**config.mk**
```make
export PLATFORM = sky130hd
export DESIGN_NAME = bus_arbiter_param_flat
export DESIGN_NICKNAME = d
export VERILOG_FILES = /design/src/rtl/bus_arbiter_pkg.sv /design/src/rtl/bus_arbiter_param_if.sv /design/src/rtl/arbiter_index_fifo.sv /design/src/rtl/bus_arbiter_param.sv /design/src/flat_wrapper.sv
export SDC_FILE = /design/constraint.sdc
export NUM_CORES = 1
export LEC_CHECK = 0
export BUFFER_PORTS_ARGS = -buffer_cell sky130_fd_sc_hd__buf_2
export CAP_MARGIN = 40
export CORE_MARGIN = 5
export CORE_UTILIZATION = 25
export DETAILED_ROUTE_END_ITERATION = 7
export PLACE_DENSITY = 0.41
export SETUP_SLACK_MARGIN = 0.05
export SLEW_MARGIN = 20
export SYNTH_ARGS = -nofsm -noshare
export SYNTH_HDL_FRONTEND = slang
export SYNTH_HIERARCHICAL = 1
export SYNTH_SLANG_ARGS = --single-unit
```
**constraint.sdc**
```tcl
create_clock -name clock -period 8.8 [get_ports clock]
set_clock_uncertainty 0.2 [all_clocks]
set_input_delay 1.32 -clock clock [delete_from_list [all_inputs] [get_ports clock]]
set_output_delay 1.32 -clock clock [all_outputs]
set_load 0.03 [all_outputs]
```
**src/rtl/bus_arbiter_pkg.sv**
```systemverilog
// rtl/bus_arbiter_pkg.sv - state encoding and width helper shared by the bus arbiter files
package bus_arbiter_pkg;

  typedef enum logic [2:0] {
    IDLE            = 3'd0,
    GRANT           = 3'd1,
    WAIT_BEGIN      = 3'd2,
    SERVICING       = 3'd3,
    BUS_ERROR       = 3'd4,
    END_TRANSACTION = 3'd5,
    REMOVE          = 3'd6,
    INIT_BUS_ERROR  = 3'd7
  } arb_state_e;

  // Bits needed to index 'value' entries; never less than one bit.
  function automatic int clog2(input int value);
    int result;
    int remaining;
    result    = 0;
    remaining = value - 1;
    while (remaining > 0) begin
      result++;
      remaining = remaining >> 1;
    end
    if (result == 0) result = 1;
    return result;
  endfunction

endpackage

```
**src/rtl/bus_arbiter_param_if.sv**
```systemverilog
// rtl/bus_arbiter_param_if.sv - request/grant and bus control bundle between masters and the arbiter
interface bus_arbiter_param_if import bus_arbiter_pkg::*; #(
  parameter int NR_MASTERS = 32
);

  localparam int IDX_W = clog2(NR_MASTERS);

  logic [NR_MASTERS-1:0] busRequests;
  logic [NR_MASTERS-1:0] busGrants;
  logic [IDX_W-1:0]      grantIndex;
  logic [IDX_W:0]        queueCount;
  logic                  busErrorOut;
  logic                  endTransactionOut;
  logic                  busIdle;
  logic                  snoopableBurst;
  logic                  beginTransactionIn;
  logic                  endTransactionIn;
  logic                  dataValidIn;
  logic [1:0]            addressDataIn;
  logic [7:0]            burstSizeIn;

  // Bus-side view: requesters and the transaction signalling.
  modport master (
    output busRequests, beginTransactionIn, endTransactionIn, dataValidIn,
           addressDataIn, burstSizeIn,
    input  busGrants, grantIndex, queueCount, busErrorOut, endTransactionOut,
           busIdle, snoopableBurst
  );

  // Arbiter-side view.
  modport slave (
    input  busRequests, beginTransactionIn, endTransactionIn, dataValidIn,
           addressDataIn, burstSizeIn,
    output busGrants, grantIndex, queueCount, busErrorOut, endTransactionOut,
           busIdle, snoopableBurst
  );

endinterface

```
**src/rtl/arbiter_index_fifo.sv**
```systemverilog
// rtl/arbiter_index_fifo.sv - register FIFO of master indices with combinational head
module arbiter_index_fifo import bus_arbiter_pkg::*; #(
  parameter int DEPTH = 32,
  parameter int WIDTH = 5
) (
  input  logic                   clock,
  input  logic                   reset,
  input  logic                   i_push,
  input  logic [WIDTH-1:0]       i_push_data,
  input  logic                   i_pop,
  output logic [WIDTH-1:0]       o_head,
  output logic [clog2(DEPTH):0]  o_count,
  output logic                   o_empty
);

  localparam int PTR_W = clog2(DEPTH);
  localparam int CNT_W = PTR_W + 1;
  localparam logic [PTR_W-1:0] LAST_PTR = PTR_W'(DEPTH - 1);
  localparam logic [CNT_W-1:0] FULL_CNT = CNT_W'(DEPTH);

  logic [WIDTH-1:0] r_mem [DEPTH];
  logic [PTR_W-1:0] r_wr_ptr;
  logic [PTR_W-1:0] r_rd_ptr;
  logic [CNT_W-1:0] r_count;
  logic             w_do_push;
  logic             w_do_pop;

  assign w_do_push = i_push && (r_count != FULL_CNT);
  assign w_do_pop  = i_pop && (r_count != '0);

  // Entry storage; validity is tracked by the count, so no reset is needed.
  always_ff @(posedge clock) begin
    if (w_do_push) r_mem[r_wr_ptr] <= i_push_data;
  end

  // Wrap-around pointers and occupancy; simultaneous push and pop keep the count.
  always_ff @(posedge clock) begin
    if (reset) begin
      r_wr_ptr <= '0;
      r_rd_ptr <= '0;
      r_count  <= '0;
    end else begin
      if (w_do_push) r_wr_ptr <= (r_wr_ptr == LAST_PTR) ? '0 : r_wr_ptr + PTR_W'(1);
      if (w_do_pop)  r_rd_ptr <= (r_rd_ptr == LAST_PTR) ? '0 : r_rd_ptr + PTR_W'(1);
      case ({w_do_push, w_do_pop})
        2'b10:   r_count <= r_count + CNT_W'(1);
        2'b01:   r_count <= r_count - CNT_W'(1);
        default: r_count <= r_count;
      endcase
    end
  end

  assign o_head  = r_mem[r_rd_ptr];
  assign o_count = r_count;
  assign o_empty = (r_count == '0);

endmodule

```
**src/rtl/bus_arbiter_param.sv**
```systemverilog
// rtl/bus_arbiter_param.sv - first-come-first-served bus arbiter; BUS_ARBITER_STATS_EN adds grant/error/withdraw counters
module bus_arbiter_param import bus_arbiter_pkg::*; #(
  parameter int NR_MASTERS       = 32,
  parameter int TIMEOUT_BITS     = 16,
  parameter int SNOOP_BURST_SIZE = 7
) (
  input  logic               clock,
  input  logic               reset,
  bus_arbiter_param_if.slave bus
`ifdef BUS_ARBITER_STATS_EN
  ,
  input  logic               statsClear,
  output logic [31:0]        grantCount,
  output logic [15:0]        errorCount,
  output logic [15:0]        withdrawCount
`endif
);

  localparam int IDX_W = clog2(NR_MASTERS);
  localparam int CNT_W = IDX_W + 1;

  arb_state_e              r_state;
  arb_state_e              w_state_nxt;
  logic [NR_MASTERS-1:0]   r_queued;
  logic [TIMEOUT_BITS-1:0] r_watchdog;
  logic                    r_active;
  logic [NR_MASTERS-1:0]   r_grants;
  logic [IDX_W-1:0]        r_grant_index;
  logic                    r_bus_error;
  logic                    r_end_out;
  logic                    r_bus_idle;
  logic                    r_snoop;

  logic [NR_MASTERS-1:0]   w_outstanding;
  logic                    w_push;
  logic [IDX_W-1:0]        w_push_idx;
  logic                    w_pop;
  logic [IDX_W-1:0]        w_head;
  logic [CNT_W-1:0]        w_count;
  logic                    w_empty;
  logic [NR_MASTERS-1:0]   w_set_mask;
  logic [NR_MASTERS-1:0]   w_clr_mask;
  logic [NR_MASTERS-1:0]   w_grant_mask;
  logic                    w_expired;
  logic                    w_head_req;
  logic                    w_issue_grant;
  logic                    w_withdraw;
  logic                    w_wd_reload;
  logic                    w_active_set;
  logic                    w_active_nxt;
  logic                    w_error_entry;

  assign w_outstanding = bus.busRequests & ~r_queued;
  assign w_expired     = (r_watchdog == '0);
  assign w_head_req    = bus.busRequests[w_head];

  arbiter_index_fifo #(
    .DEPTH (NR_MASTERS),
    .WIDTH (IDX_W)
  ) u_fifo (
    .clock       (clock),
    .reset       (reset),
    .i_push      (w_push),
    .i_push_data (w_push_idx),
    .i_pop       (w_pop),
    .o_head      (w_head),
    .o_count     (w_count),
    .o_empty     (w_empty)
  );

  // Pick the highest-index outstanding master and build the queued/grant masks.
  always_comb begin
    w_push       = 1'b0;
    w_push_idx   = '0;
    w_set_mask   = '0;
    w_clr_mask   = '0;
    w_grant_mask = '0;
    for (int i = 0; i < NR_MASTERS; i++) begin
      if (w_outstanding[i]) begin
        w_push     = 1'b1;
        w_push_idx = IDX_W'(i);
      end
    end
    for (int i = 0; i < NR_MASTERS; i++) begin
      w_set_mask[i]   = w_push && (w_push_idx == IDX_W'(i));
      w_clr_mask[i]   = w_pop && (w_head == IDX_W'(i));
      w_grant_mask[i] = w_issue_grant && (w_head == IDX_W'(i));
    end
  end

  // Next-state logic, grant/pop strobes and watchdog reload requests.
  always_comb begin
    w_state_nxt   = r_state;
    w_pop         = 1'b0;
    w_issue_grant = 1'b0;
    w_withdraw    = 1'b0;
    w_wd_reload   = 1'b0;
    w_active_set  = 1'b0;
    case (r_state)
      IDLE: begin
        if (bus.beginTransactionIn) w_state_nxt = INIT_BUS_ERROR;
        else if (!w_empty)          w_state_nxt = GRANT;
      end
      GRANT: begin
        if (bus.beginTransactionIn) begin
          w_state_nxt = INIT_BUS_ERROR;
        end else if (!w_head_req) begin
          w_state_nxt = REMOVE;
          w_withdraw  = 1'b1;
        end else begin
          w_state_nxt   = WAIT_BEGIN;
          w_issue_grant = 1'b1;
        end
      end
      WAIT_BEGIN: begin
        if (bus.beginTransactionIn) begin
          w_state_nxt  = SERVICING;
          w_active_set = 1'b1;
          w_wd_reload  = 1'b1;
        end else if (w_expired) begin
          w_state_nxt = REMOVE;
        end
      end
      SERVICING: begin
        if (bus.dataValidIn) w_wd_reload = 1'b1;
        if (bus.beginTransactionIn || w_expired) w_state_nxt = INIT_BUS_ERROR;
        else if (bus.endTransactionIn)           w_state_nxt = REMOVE;
      end
      INIT_BUS_ERROR: begin
        w_state_nxt = bus.endTransactionIn ? IDLE : BUS_ERROR;
      end
      BUS_ERROR: begin
        if (w_expired)                             w_state_nxt = END_TRANSACTION;
        else if (bus.endTransactionIn && r_active) w_state_nxt = REMOVE;
        else if (bus.endTransactionIn)             w_state_nxt = IDLE;
      end
      END_TRANSACTION: begin
        w_state_nxt = IDLE;
      end
      REMOVE: begin
        w_pop       = 1'b1;
        w_state_nxt = IDLE;
      end
      default: begin
        w_state_nxt = IDLE;
      end
    endcase
    // GRANT and INIT_BUS_ERROR never self-loop, so any transition into them is an entry.
    w_error_entry = (w_state_nxt == INIT_BUS_ERROR);
    if (w_state_nxt == GRANT || w_error_entry) w_wd_reload = 1'b1;
    // The transaction ends whenever the FSM heads back to IDLE or drops the head.
    if (w_active_set)                                    w_active_nxt = 1'b1;
    else if (w_state_nxt == IDLE || w_state_nxt == REMOVE) w_active_nxt = 1'b0;
    else                                                 w_active_nxt = r_active;
  end

  // State register, queued bitmap, watchdog and active flag.
  always_ff @(posedge clock) begin
    if (reset) begin
      r_state    <= IDLE;
      r_queued   <= '0;
      r_watchdog <= '1;
      r_active   <= 1'b0;
    end else begin
      r_state    <= w_state_nxt;
      r_queued   <= (r_queued | w_set_mask) & ~w_clr_mask;
      r_active   <= w_active_nxt;
      if (w_wd_reload)          r_watchdog <= '1;
      else if (!w_expired)      r_watchdog <= r_watchdog - TIMEOUT_BITS'(1);
    end
  end

  // Registered bus outputs.
  always_ff @(posedge clock) begin
    if (reset) begin
      r_grants      <= '0;
      r_grant_index <= '0;
      r_bus_error   <= 1'b0;
      r_end_out     <= 1'b0;
      r_bus_idle    <= 1'b1;
      r_snoop       <= 1'b0;
    end else begin
      r_grants    <= w_grant_mask;
      if (w_issue_grant) r_grant_index <= w_head;
      r_bus_error <= (r_state == INIT_BUS_ERROR || r_state == BUS_ERROR) && !bus.endTransactionIn;
      r_end_out   <= (r_state == END_TRANSACTION);
      r_bus_idle  <= ~w_active_nxt;
      r_snoop     <= bus.beginTransactionIn && (bus.addressDataIn == 2'b00) &&
                     (bus.burstSizeIn == 8'(SNOOP_BURST_SIZE));
    end
  end

  assign bus.busGrants         = r_grants;
  assign bus.grantIndex        = r_grant_index;
  assign bus.queueCount        = w_count;
  assign bus.busErrorOut       = r_bus_error;
  assign bus.endTransactionOut = r_end_out;
  assign bus.busIdle           = r_bus_idle;
  assign bus.snoopableBurst    = r_snoop;

`ifdef BUS_ARBITER_STATS_EN
  logic [31:0] r_grant_cnt;
  logic [15:0] r_error_cnt;
  logic [15:0] r_withdraw_cnt;

  // Saturating event counters, cleared by reset or statsClear.
  always_ff @(posedge clock) begin
    if (reset || statsClear) begin
      r_grant_cnt    <= '0;
      r_error_cnt    <= '0;
      r_withdraw_cnt <= '0;
    end else begin
      if (w_issue_grant && r_grant_cnt != '1)    r_grant_cnt    <= r_grant_cnt + 32'd1;
      if (w_error_entry && r_error_cnt != '1)    r_error_cnt    <= r_error_cnt + 16'd1;
      if (w_withdraw && r_withdraw_cnt != '1)    r_withdraw_cnt <= r_withdraw_cnt + 16'd1;
    end
  end

  assign grantCount    = r_grant_cnt;
  assign errorCount    = r_error_cnt;
  assign withdrawCount = r_withdraw_cnt;
`endif

endmodule

```
**src/flat_wrapper.sv**
```systemverilog
// flat-port wrapper written by rule: the top's interface ports become plain ports
module bus_arbiter_param_flat import bus_arbiter_pkg::*;
#(
  parameter int NR_MASTERS       = 32,
  parameter int TIMEOUT_BITS     = 16,
  parameter int SNOOP_BURST_SIZE = 7
)
  (clock, reset, bus_busRequests, bus_beginTransactionIn, bus_endTransactionIn, bus_dataValidIn, bus_addressDataIn, bus_burstSizeIn, bus_busGrants, bus_grantIndex, bus_queueCount, bus_busErrorOut, bus_endTransactionOut, bus_busIdle, bus_snoopableBurst);
  bus_arbiter_param_if #(.NR_MASTERS(NR_MASTERS)) bus_i ();
  input  logic clock;
  input  logic reset;
  input wire logic [$bits(bus_i.busRequests)-1:0] bus_busRequests;
  input wire logic [$bits(bus_i.beginTransactionIn)-1:0] bus_beginTransactionIn;
  input wire logic [$bits(bus_i.endTransactionIn)-1:0] bus_endTransactionIn;
  input wire logic [$bits(bus_i.dataValidIn)-1:0] bus_dataValidIn;
  input wire logic [$bits(bus_i.addressDataIn)-1:0] bus_addressDataIn;
  input wire logic [$bits(bus_i.burstSizeIn)-1:0] bus_burstSizeIn;
  output wire logic [$bits(bus_i.busGrants)-1:0] bus_busGrants;
  output wire logic [$bits(bus_i.grantIndex)-1:0] bus_grantIndex;
  output wire logic [$bits(bus_i.queueCount)-1:0] bus_queueCount;
  output wire logic [$bits(bus_i.busErrorOut)-1:0] bus_busErrorOut;
  output wire logic [$bits(bus_i.endTransactionOut)-1:0] bus_endTransactionOut;
  output wire logic [$bits(bus_i.busIdle)-1:0] bus_busIdle;
  output wire logic [$bits(bus_i.snoopableBurst)-1:0] bus_snoopableBurst;
  assign bus_i.busRequests = bus_busRequests;
  assign bus_i.beginTransactionIn = bus_beginTransactionIn;
  assign bus_i.endTransactionIn = bus_endTransactionIn;
  assign bus_i.dataValidIn = bus_dataValidIn;
  assign bus_i.addressDataIn = bus_addressDataIn;
  assign bus_i.burstSizeIn = bus_burstSizeIn;
  assign bus_busGrants = bus_i.busGrants;
  assign bus_grantIndex = bus_i.grantIndex;
  assign bus_queueCount = bus_i.queueCount;
  assign bus_busErrorOut = bus_i.busErrorOut;
  assign bus_endTransactionOut = bus_i.endTransactionOut;
  assign bus_busIdle = bus_i.busIdle;
  assign bus_snoopableBurst = bus_i.snoopableBurst;
  bus_arbiter_param #(.NR_MASTERS(NR_MASTERS), .TIMEOUT_BITS(TIMEOUT_BITS), .SNOOP_BURST_SIZE(SNOOP_BURST_SIZE)) u_core (.clock(clock), .reset(reset), .bus(bus_i));
endmodule
```
Word level (Yosys, flattened, before mapping)
Memories as Yosys holds them, arrays and structs flattened. A register that Yosys moved wholly into a read port is not among the register bits.
Index checks and enable logic that the tools add are counted.
Word-level totals
  register bits: 109
  RAM bits: 160
  output and inout port bits: 47
  memories: 1
Cells by class
  add/subtract/negate cells: 5
  $lt $le $gt $ge: 1
  eq/ne operators: 78
  mux-type cells: 96
  bitwise logic cells: 6
  reductions and logical operators: 118
Memory list
  u_core.u_fifo.r_mem: depth 32, bits a word 5, read ports 1, clocked after Yosys merged registers in 1, wr ports 1, RTL line arbiter_index_fifo.sv:21  | logic [WIDTH-1:0] r_mem [DEPTH];
Operators with widths (number)
  5-bit equality test, second input constant: 34
  1-bit logical AND: 102
  5-bit 2-to-1 mux: 20
  5-bit by 4-bit equality test with 1-bit output, second input constant: 16
  32-bit bitwise AND: 2
  32-bit inverter: 2
  3-bit 2-to-1 mux: 16
  1-bit 2-to-1 mux: 46
  5-bit by 3-bit equality test with 1-bit output, second input constant: 8
  4-bit 2-to-1 mux: 8
  32-bit bitwise OR: 1
  3-bit case mux with 7 select lines: 1
  5-bit by 2-bit equality test with 1-bit output, second input constant: 4
  3-bit equality test, second input constant: 6
  16-bit zero test: 1
  16-bit by 1-bit subtractor with 16-bit output, second input constant: 1
  6-bit case mux with 2 select lines: 1
  5-bit by 1-bit adder with 5-bit output, second input constant: 2
  5-bit by 1-bit equality test with 1-bit output, second input constant: 2
  5-bit zero test: 2
  8-bit by 3-bit equality test with 1-bit output, second input constant: 1
  6-bit by 1-bit adder with 6-bit output, second input constant: 1
  3-bit by 1-bit equality test with 1-bit output, second input constant: 2
  3-bit by 2-bit equality test with 1-bit output, second input constant: 2
  17 further kinds: 23

Longest topological paths before layout
Gate-level depths: netlist (run 1).
  depth after elaboration: 37
  depth in mapped cells: 18
  depth with buffers taken out: 14

Hierarchy
Netlist (run 1), hierarchy kept.
By module, submodules not included
  arbiter_index_fifo: instances 1, cells each 477, area each 7495.9 um^2, sequential area each 5225.0 um^2
  bus_arbiter_param: instances 1, cells each 578, area each 4794.6 um^2, sequential area each 1861.8 um^2

Worst setup path before layout (run 1)
Ideal clock, no wire load.
  path kind: input to register
  from: in bus_busRequests[5]
  to: reg u_core.u_fifo.r_count[4], in the netlist u_core/u_fifo/o_count[4]
  library setup time: 0.121 ns
  arrival time: 4.177 ns
  required time: 8.479 ns
  path slack: 4.302 ns
  cell stages on the path: 16
  path through: nor2b_1 -> nor2_1 -> nand2_1 -> a2111oi_0 -> nand3_1 -> o31a_1 -> buf_6 -> inv_4 -> ha_1 -> buf_2 -> xor2_1 -> ha_1 -> and2b_1 -> o32a_1 -> a31oi_1 -> mux2_2
Between the ends
  cells in the longest elaborated chain, start to end: 31
Ends and longest elaborated chain
  start: declaration: RTL line flat_wrapper.sv:12  | input wire logic [$bits(bus_i.busRequests)-1:0] bus_busRequests;
  32-bit bitwise AND (*): RTL line bus_arbiter_param.sv:53  | assign w_outstanding = bus.busRequests & ~r_queued;
  1-bit 2-to-1 mux (*) (27 in series): RTL line bus_arbiter_param.sv:79  | if (w_outstanding[i]) begin
  via u_core.w_push: RTL line bus_arbiter_param.sv:35  | logic w_push;
  1-bit logical AND (*): RTL line arbiter_index_fifo.sv:28  | assign w_do_push = i_push && (r_count != FULL_CNT);
  2-bit by 1-bit equality test with 1-bit output or 2-bit equality test (tied branches): RTL line arbiter_index_fifo.sv:45  | case ({w_do_push, w_do_pop})
  6-bit case mux with 2 select lines or 2-bit nonzero test (tied branches)
  end signal: assignment: RTL line arbiter_index_fifo.sv:46  | 2'b10: r_count <= r_count + CNT_W'(1);
  end signal: assignment: RTL line arbiter_index_fifo.sv:47  | 2'b01: r_count <= r_count - CNT_W'(1);
  end signal: assignment: RTL line arbiter_index_fifo.sv:48  | default: r_count <= r_count;
  end: declaration: RTL line arbiter_index_fifo.sv:24  | logic [CNT_W-1:0] r_count;
The timed path passes the listed nets; every way through them passes the cells marked *.
A chain may end at the register's enable or synchronous reset.

==> out/metrics.cfg, run 1 <==
[floorplan]
design.die.area_um2=53700
core_um2=48700
rows=81
die_y_um=232
start_util_pct=25.2
io_pins=94
dieWidth_um=232

[critical_path]
slowest_stage=buf_4
crit_fanout=42
crit_arrival_ns=5.20
crit_required_ns=9.09
r2r-end=u_core/bus.busGrants[31]
rr_worst_depth=12
critPathCaptureType=flip-flop
start_kind=flip-flop
worstSetupPathType=flip-flop to flip-flop
r2r_slack_ns=3.89
slowest_delay_ns=0.66
cp-endpoint=u_core/bus.busGrants[31]
cp_cell_sequence=buf_4 -> mux4_2 -> a221oi_1 -> nand3_1 -> buf_4 -> mux4_2 -> inv_1 -> a2111oi_0 -> a311o_1 -> and4b_1 -> nand3b_4 -> nor3_1

[synthesis]
synth_cell_types=88
yosys_warnings=6
synth_edf_count=160
syn_inst=1055
synth_area_leaders=edfxtp_1, dfxtp_1, mux2i_1
ys_ff_latch=274
synth_area_um2=12300
syn_nets=1113
synth_area_leader_cell=edfxtp_1
syn_avg_cell_area_um2=11.6
ys.flop_type=edfxtp_1
ys_async_sr_fraction_pct=0
synth.top_cell.area_share_pct=39.1
synth_most_common_cell=edfxtp_1
synth_common_cells=edfxtp_1, nor2_1, dfxtp_1, nand2_1, mux2i_1
ys_seq_area_share_pct=57.7

[clocking]
holdBufCountCts=0
numCtsBuffers=30
clk_pin_slew_worst_paths_ns=0.06
htreeDepth=1
clk_latency_ns=0.59
cts_tree=yes
root_buffer=clkbuf_16
clock-sinks=274
postCtsResizedCells=0
cts_setup_buffers=0
clockBufferDepth=3

[global_routing]
grt_pass1_wl_um=52200
grtUsageTotal_pct=12.4
grt_pass1_vias=8419
antenna_found_initial=0
grt_max_degree=68
overflow=0

[power]
ir_worst_vdd_v=0.000159
power_mw=3.03
p_per_area_nw_per_um2=209
leakage_nw=5.07

[routing]
wl_met3_um=1510
wl_met2_um=15900
vias_per_cell=4.71
wl_um=34400
vias=8607
wl_per_cell_um=18.8
drt-initial-drc-count=583
top_layer=met4
dr.pass1.iters=5
ant_nets=0
wl_met1_um=15900
drc_errors=0

[timing]
slew_violations=0
grt_setup_unrepaired=false
setup_slack_ns=3.89
worst_pin_slew_ns=0.786
timing.hold.ws_ns=0.249
min_period_over_period_pct=55.8
final.setup.tns_ns=0
hold_viol=0
setup_viol=0
slew_headroom_pct=47.5
fmax_mhz=204
min_period_ns=4.91

[run]
drv_cap=0

[layout]
finalNonFillerCells=1827
final_cell_area_um2=14500
final_nets=1197
final_util_pct=29.7
n_antenna_cell=0
drive_above_1_share_pct=19.3
area_delta_synth_final_pct=17.8

[placement]
dp_hpwl_um=23700
dpl_worst_slack_ns=3.60
portBuffers=93
gp_congestion=0.788
dp.cells=1770
placed_area_um2=13400

[run_status]
outcome=finished, final reports clean

[hold_path]
hold_class=flip-flop to flip-flop

-- critical path, delay by kind of cell (launching register included) --
family,cells,cell delay (ns)
buf+inv,3,0.98
compound gates,3,1.10
mux,2,0.80
flops,1,0.52
simple gates,4,1.13
-- layer usage --
metal  GRT usage (%)  vias to the layer above
met3            2.13                       61
met2            19.5                      199
li1                -                     4098
met5               0                        -
met4            3.60                        0
met1            17.7                     4249
-- final cells by class --
class                           instances  area, um^2
Clock buffer                           35         769
Clock inverter                         21         250
Fill cell                            5033       34300
Inverter                               28         108
Multi-Input combinational cell        699        4840
Sequential cell                       274        7090
Tap cell                              664         831
Timing Repair Buffer                  106         591
-- cells by family (layout without fill, tap and decap cells) --
kind of cell	Yosys count	count (layout)	share of synthesized area, %
AOI/OAI and AO/OA	179	179	10.1
xor gates and xnor gates	16	16	1.14
adders and majority gates	11	11	1.12
buffers and inverters	82	190	3.13
DFF	274	274	57.7
muxes	84	84	9.41
and+or+nand+nor	409	409	17.5
-- power breakdown --
part | leakage [nW] | internal, mW | total (mW) | switching [mW]
combinational | 2.10 | 0.102 | 0.316 | 0.213
sequential | 2.48 | 1.38 | 1.41 | 0.0271
clock | 0.495 | 0.772 | 1.30 | 0.533
total | 5.07 | 2.26 | 3.03 | 0.773
-- cells in the final DEF, fill, tap and decap left out, drive strengths merged, types with 25 or more instances in the layout --
cell type	n
a21oi	49
buf	106
clkbuf	35
dfxtp	114
edfxtp	160
inv	28
mux2i	57
mux4	25
nand2	86
nand2b	31
nand3	50
nor2	118
nor2b	26
o21ai	37
-- state kept, by name, indices dropped and copies added (netlist names), named ones only --
signal	count
u_core/u_fifo/r_mem	160
u_core/bus.busGrants	32
u_core/r_queued	32
u_core/r_watchdog	16
u_core/u_fifo/o_count	6
u_core/bus.grantIndex	5
u_core/u_fifo/r_rd_ptr	5
u_core/u_fifo/r_wr_ptr	5
u_core/r_state	3
u_core/bus.busErrorOut	1
u_core/bus.busIdle	1
u_core/bus.endTransactionOut	1
u_core/bus.snoopableBurst	1
u_core/r_active	1
-- worst min path at each step --
stage	start	end	slack (ns)	cells after the start
2_1_floorplan	u_core/r_queued[11]	u_core/r_queued[11]	0.22	2
3_5_place_dp	u_core/r_queued[11]	u_core/r_queued[11]	0.24	2
6_report	u_core/r_queued[12]	u_core/r_queued[12]	0.25	2
3_3_place_gp	u_core/r_queued[11]	u_core/r_queued[11]	0.23	2
5_1_grt	u_core/r_queued[13]	u_core/r_queued[13]	0.28	2
4_1_cts	u_core/r_queued[8]	u_core/r_queued[8]	0.25	2
Power figures use the tool's default switching activity.
==> run 2: changes to the inputs <==
--- a/config.mk
+++ b/config.mk
@@ -10,7 +10,7 @@
 export CORE_MARGIN = 5
 export CORE_UTILIZATION = 25
 export DETAILED_ROUTE_END_ITERATION = 7
-export PLACE_DENSITY = 0.41
+export PLACE_DENSITY = 0.42
 export SETUP_SLACK_MARGIN = 0.05
 export SLEW_MARGIN = 20
 export SYNTH_ARGS = -nofsm -noshare
==> constraint.sdc (replaced) <==
create_clock -name clock -period 4 [get_ports clock]
set_clock_uncertainty 0.2 [all_clocks]
set_input_delay 0.6 -clock clock [delete_from_list [all_inputs] [get_ports clock]]
set_output_delay 0.6 -clock clock [all_outputs]
set_load 0.03 [all_outputs]
==> out/metrics.cfg, run 2 (same netlist as run 1, synthesis figures left out) <==
[placement]
dp.cells=1822
dpl_worst_slack_ns=-0.192
gp_congestion=0.835
dp_hpwl_um=25800
portBuffers=93

[floorplan]
die_y_um=232
design.die.area_um2=53700
start_util_pct=25.2
core_um2=48700
rows=81
dieWidth_um=232
io_pins=94

[critical_path]
worstSetupPathType=flip-flop to flip-flop
critical_path.top_delay_family=multiplexers
crit_required_ns=4.23
crit_fanout=8
cp_num_buf_inv=4
cp_cell_sequence=buf_6 -> buf_12 -> mux4_2 -> a221oi_2 -> nand3_1 -> buf_6 -> mux4_2 -> mux2i_2 -> o32ai_2 -> a311o_1 -> and4b_1 -> buf_12 -> mux2i_1 -> nor2_1
start_kind=flip-flop
slowest_stage=mux4_2
crit_arrival_ns=4.08
slowest_delay_ns=0.52
critPathCaptureType=flip-flop

[power]
combPwrFrac_pct=11.4
leakage_nw=5.44
clkPwrFrac_pct=43.3
internal_power_mw=5.12
sw_frac_of_total_pct=25.3
p_per_area_nw_per_um2=450
power.net_switching_mw=1.74
p_seq_share_pct=45.3
ir_worst_vdd_v=0.000299

[hold_path]
hp-start=bus_burstSizeIn[6]
hold_class=primary input to flip-flop

[clocking]
clk_pin_slew_worst_paths_ns=0.06
root_buffer=clkbuf_16
numCtsBuffers=31
clockBufferDepth=3
cts_tree=yes
htreeDepth=1
holdBufCountCts=0
clock-sinks=274
clk_latency_ns=0.57

[timing]
min_period_ns=3.85
setup_slack_ns=0.145
fmax_mhz=259
grt_setup_unrepaired=true
min_period_over_period_pct=96.4
worst_pin_slew_ns=0.689
slew_headroom_pct=53.7
slew_violations=0
setup_viol=0
timing.hold.ws_ns=0.0736
hold_viol=0

[global_routing]
grt_max_degree=37
grt_pass1_wl_um=53300
grtUsageTotal_pct=12.7
grt_pass1_vias=8708
overflow=0
antenna_found_initial=1

[layout]
drive_above_1_share_pct=25.3
most-common-layout-cells=edfxtp_1, nor2_1, dfxtp_1, buf_2, nand2_1
final_common_cell=edfxtp_1
area_delta_synth_final_pct=23.9
final_util_pct=31.2
final_nets=1257
largest_reg_flops=160
top_register=u_core/u_fifo/r_mem
fillers=4951
finalNonFillerCells=1889

[routing]
vias_per_cell=4.68
wl_per_cell_um=18.7
drc_errors=0
drt-initial-drc-count=573
vias=8839
dr.pass1.iters=5
wl_um=35400
ant_nets=0

[run]
drv_cap=0

[run_status]
outcome=finished, final reports clean

[run 2: repair_timing]
action                     in CTS  in global routing
setup endpoints to repair      39                 39
buffers inserted                0                  7
gates cloned                    0                  1
resized for setup               5                 25
pin swaps                       1                  6
[run 2: routing by layer]
metal	share of wire (%)	up-vias	track usage, %
met5	0	-	0
met4	2.6	0	3.56
met3	4.1	54	1.90
met2	46	201	19.9
met1	47	4360	18.2
li1	-	4224	-
[run 2: path summary, 6_finish.rpt]
check                         endpoint  slack (ns)  cells after the start
max           u_core/bus.grantIndex[4]        0.15                     14
min reg2reg        u_core/r_queued[26]        0.24                      2
max reg2reg   u_core/bus.grantIndex[4]        0.15                     14
min          u_core/bus.snoopableBurst        0.07                      3
[run 2: layout make-up]
cell class | instances | area, um^2 | area share, %
Timing Repair Buffer | 164 | 1130 | 7.42
Clock buffer | 39 | 858 | 5.64
Multi-Input combinational cell | 700 | 4980 | 32.7
Sequential cell | 274 | 7090 | 46.6
Tap cell | 664 | 831 | 5.46
Clock inverter | 19 | 218 | 1.43
Inverter | 28 | 108 | 0.707
Antenna cell | 1 | 2.50 | 0.0164
[run 2: metrics by stage]
stage / cell area [um^2] / setup TNS (ns) / total power [mW]
CTS: 15000 / 0 / 6.92
detailed placement: 13900 / -4.70 / 3.91
finish: 15200 / 0 / 6.85
global route: 15200 / -0.0948 / 7.13
global placement: 13900 / -0.974 / 3.91
floorplan: 12300 / 0 / 3.62
[run 2: power by group through the flow]
stage          registers (mW)  clock network, mW  logic [mW]
6_report                 3.10               2.97       0.783
5_1_grt                  3.11               3.17       0.848
4_1_cts                  3.10               3.07       0.753
3_5_place_dp             3.16                  0       0.749
3_3_place_gp             3.16                  0       0.750
2_1_floorplan            3.15                  0       0.464
[run 2: worst register-to-register path, stage by stage, from the launching register on]
cell and delay [ns]:
dfxtp_4 0.40, buf_6 0.15, buf_12 0.14, mux4_2 0.53, a221oi_2 0.28, nand3_1 0.13, buf_6 0.16, mux4_2 0.43
mux2i_2 0.21, o32ai_2 0.12, a311o_1 0.38, and4b_1 0.24, buf_12 0.16, mux2i_1 0.15, nor2_1 0.06
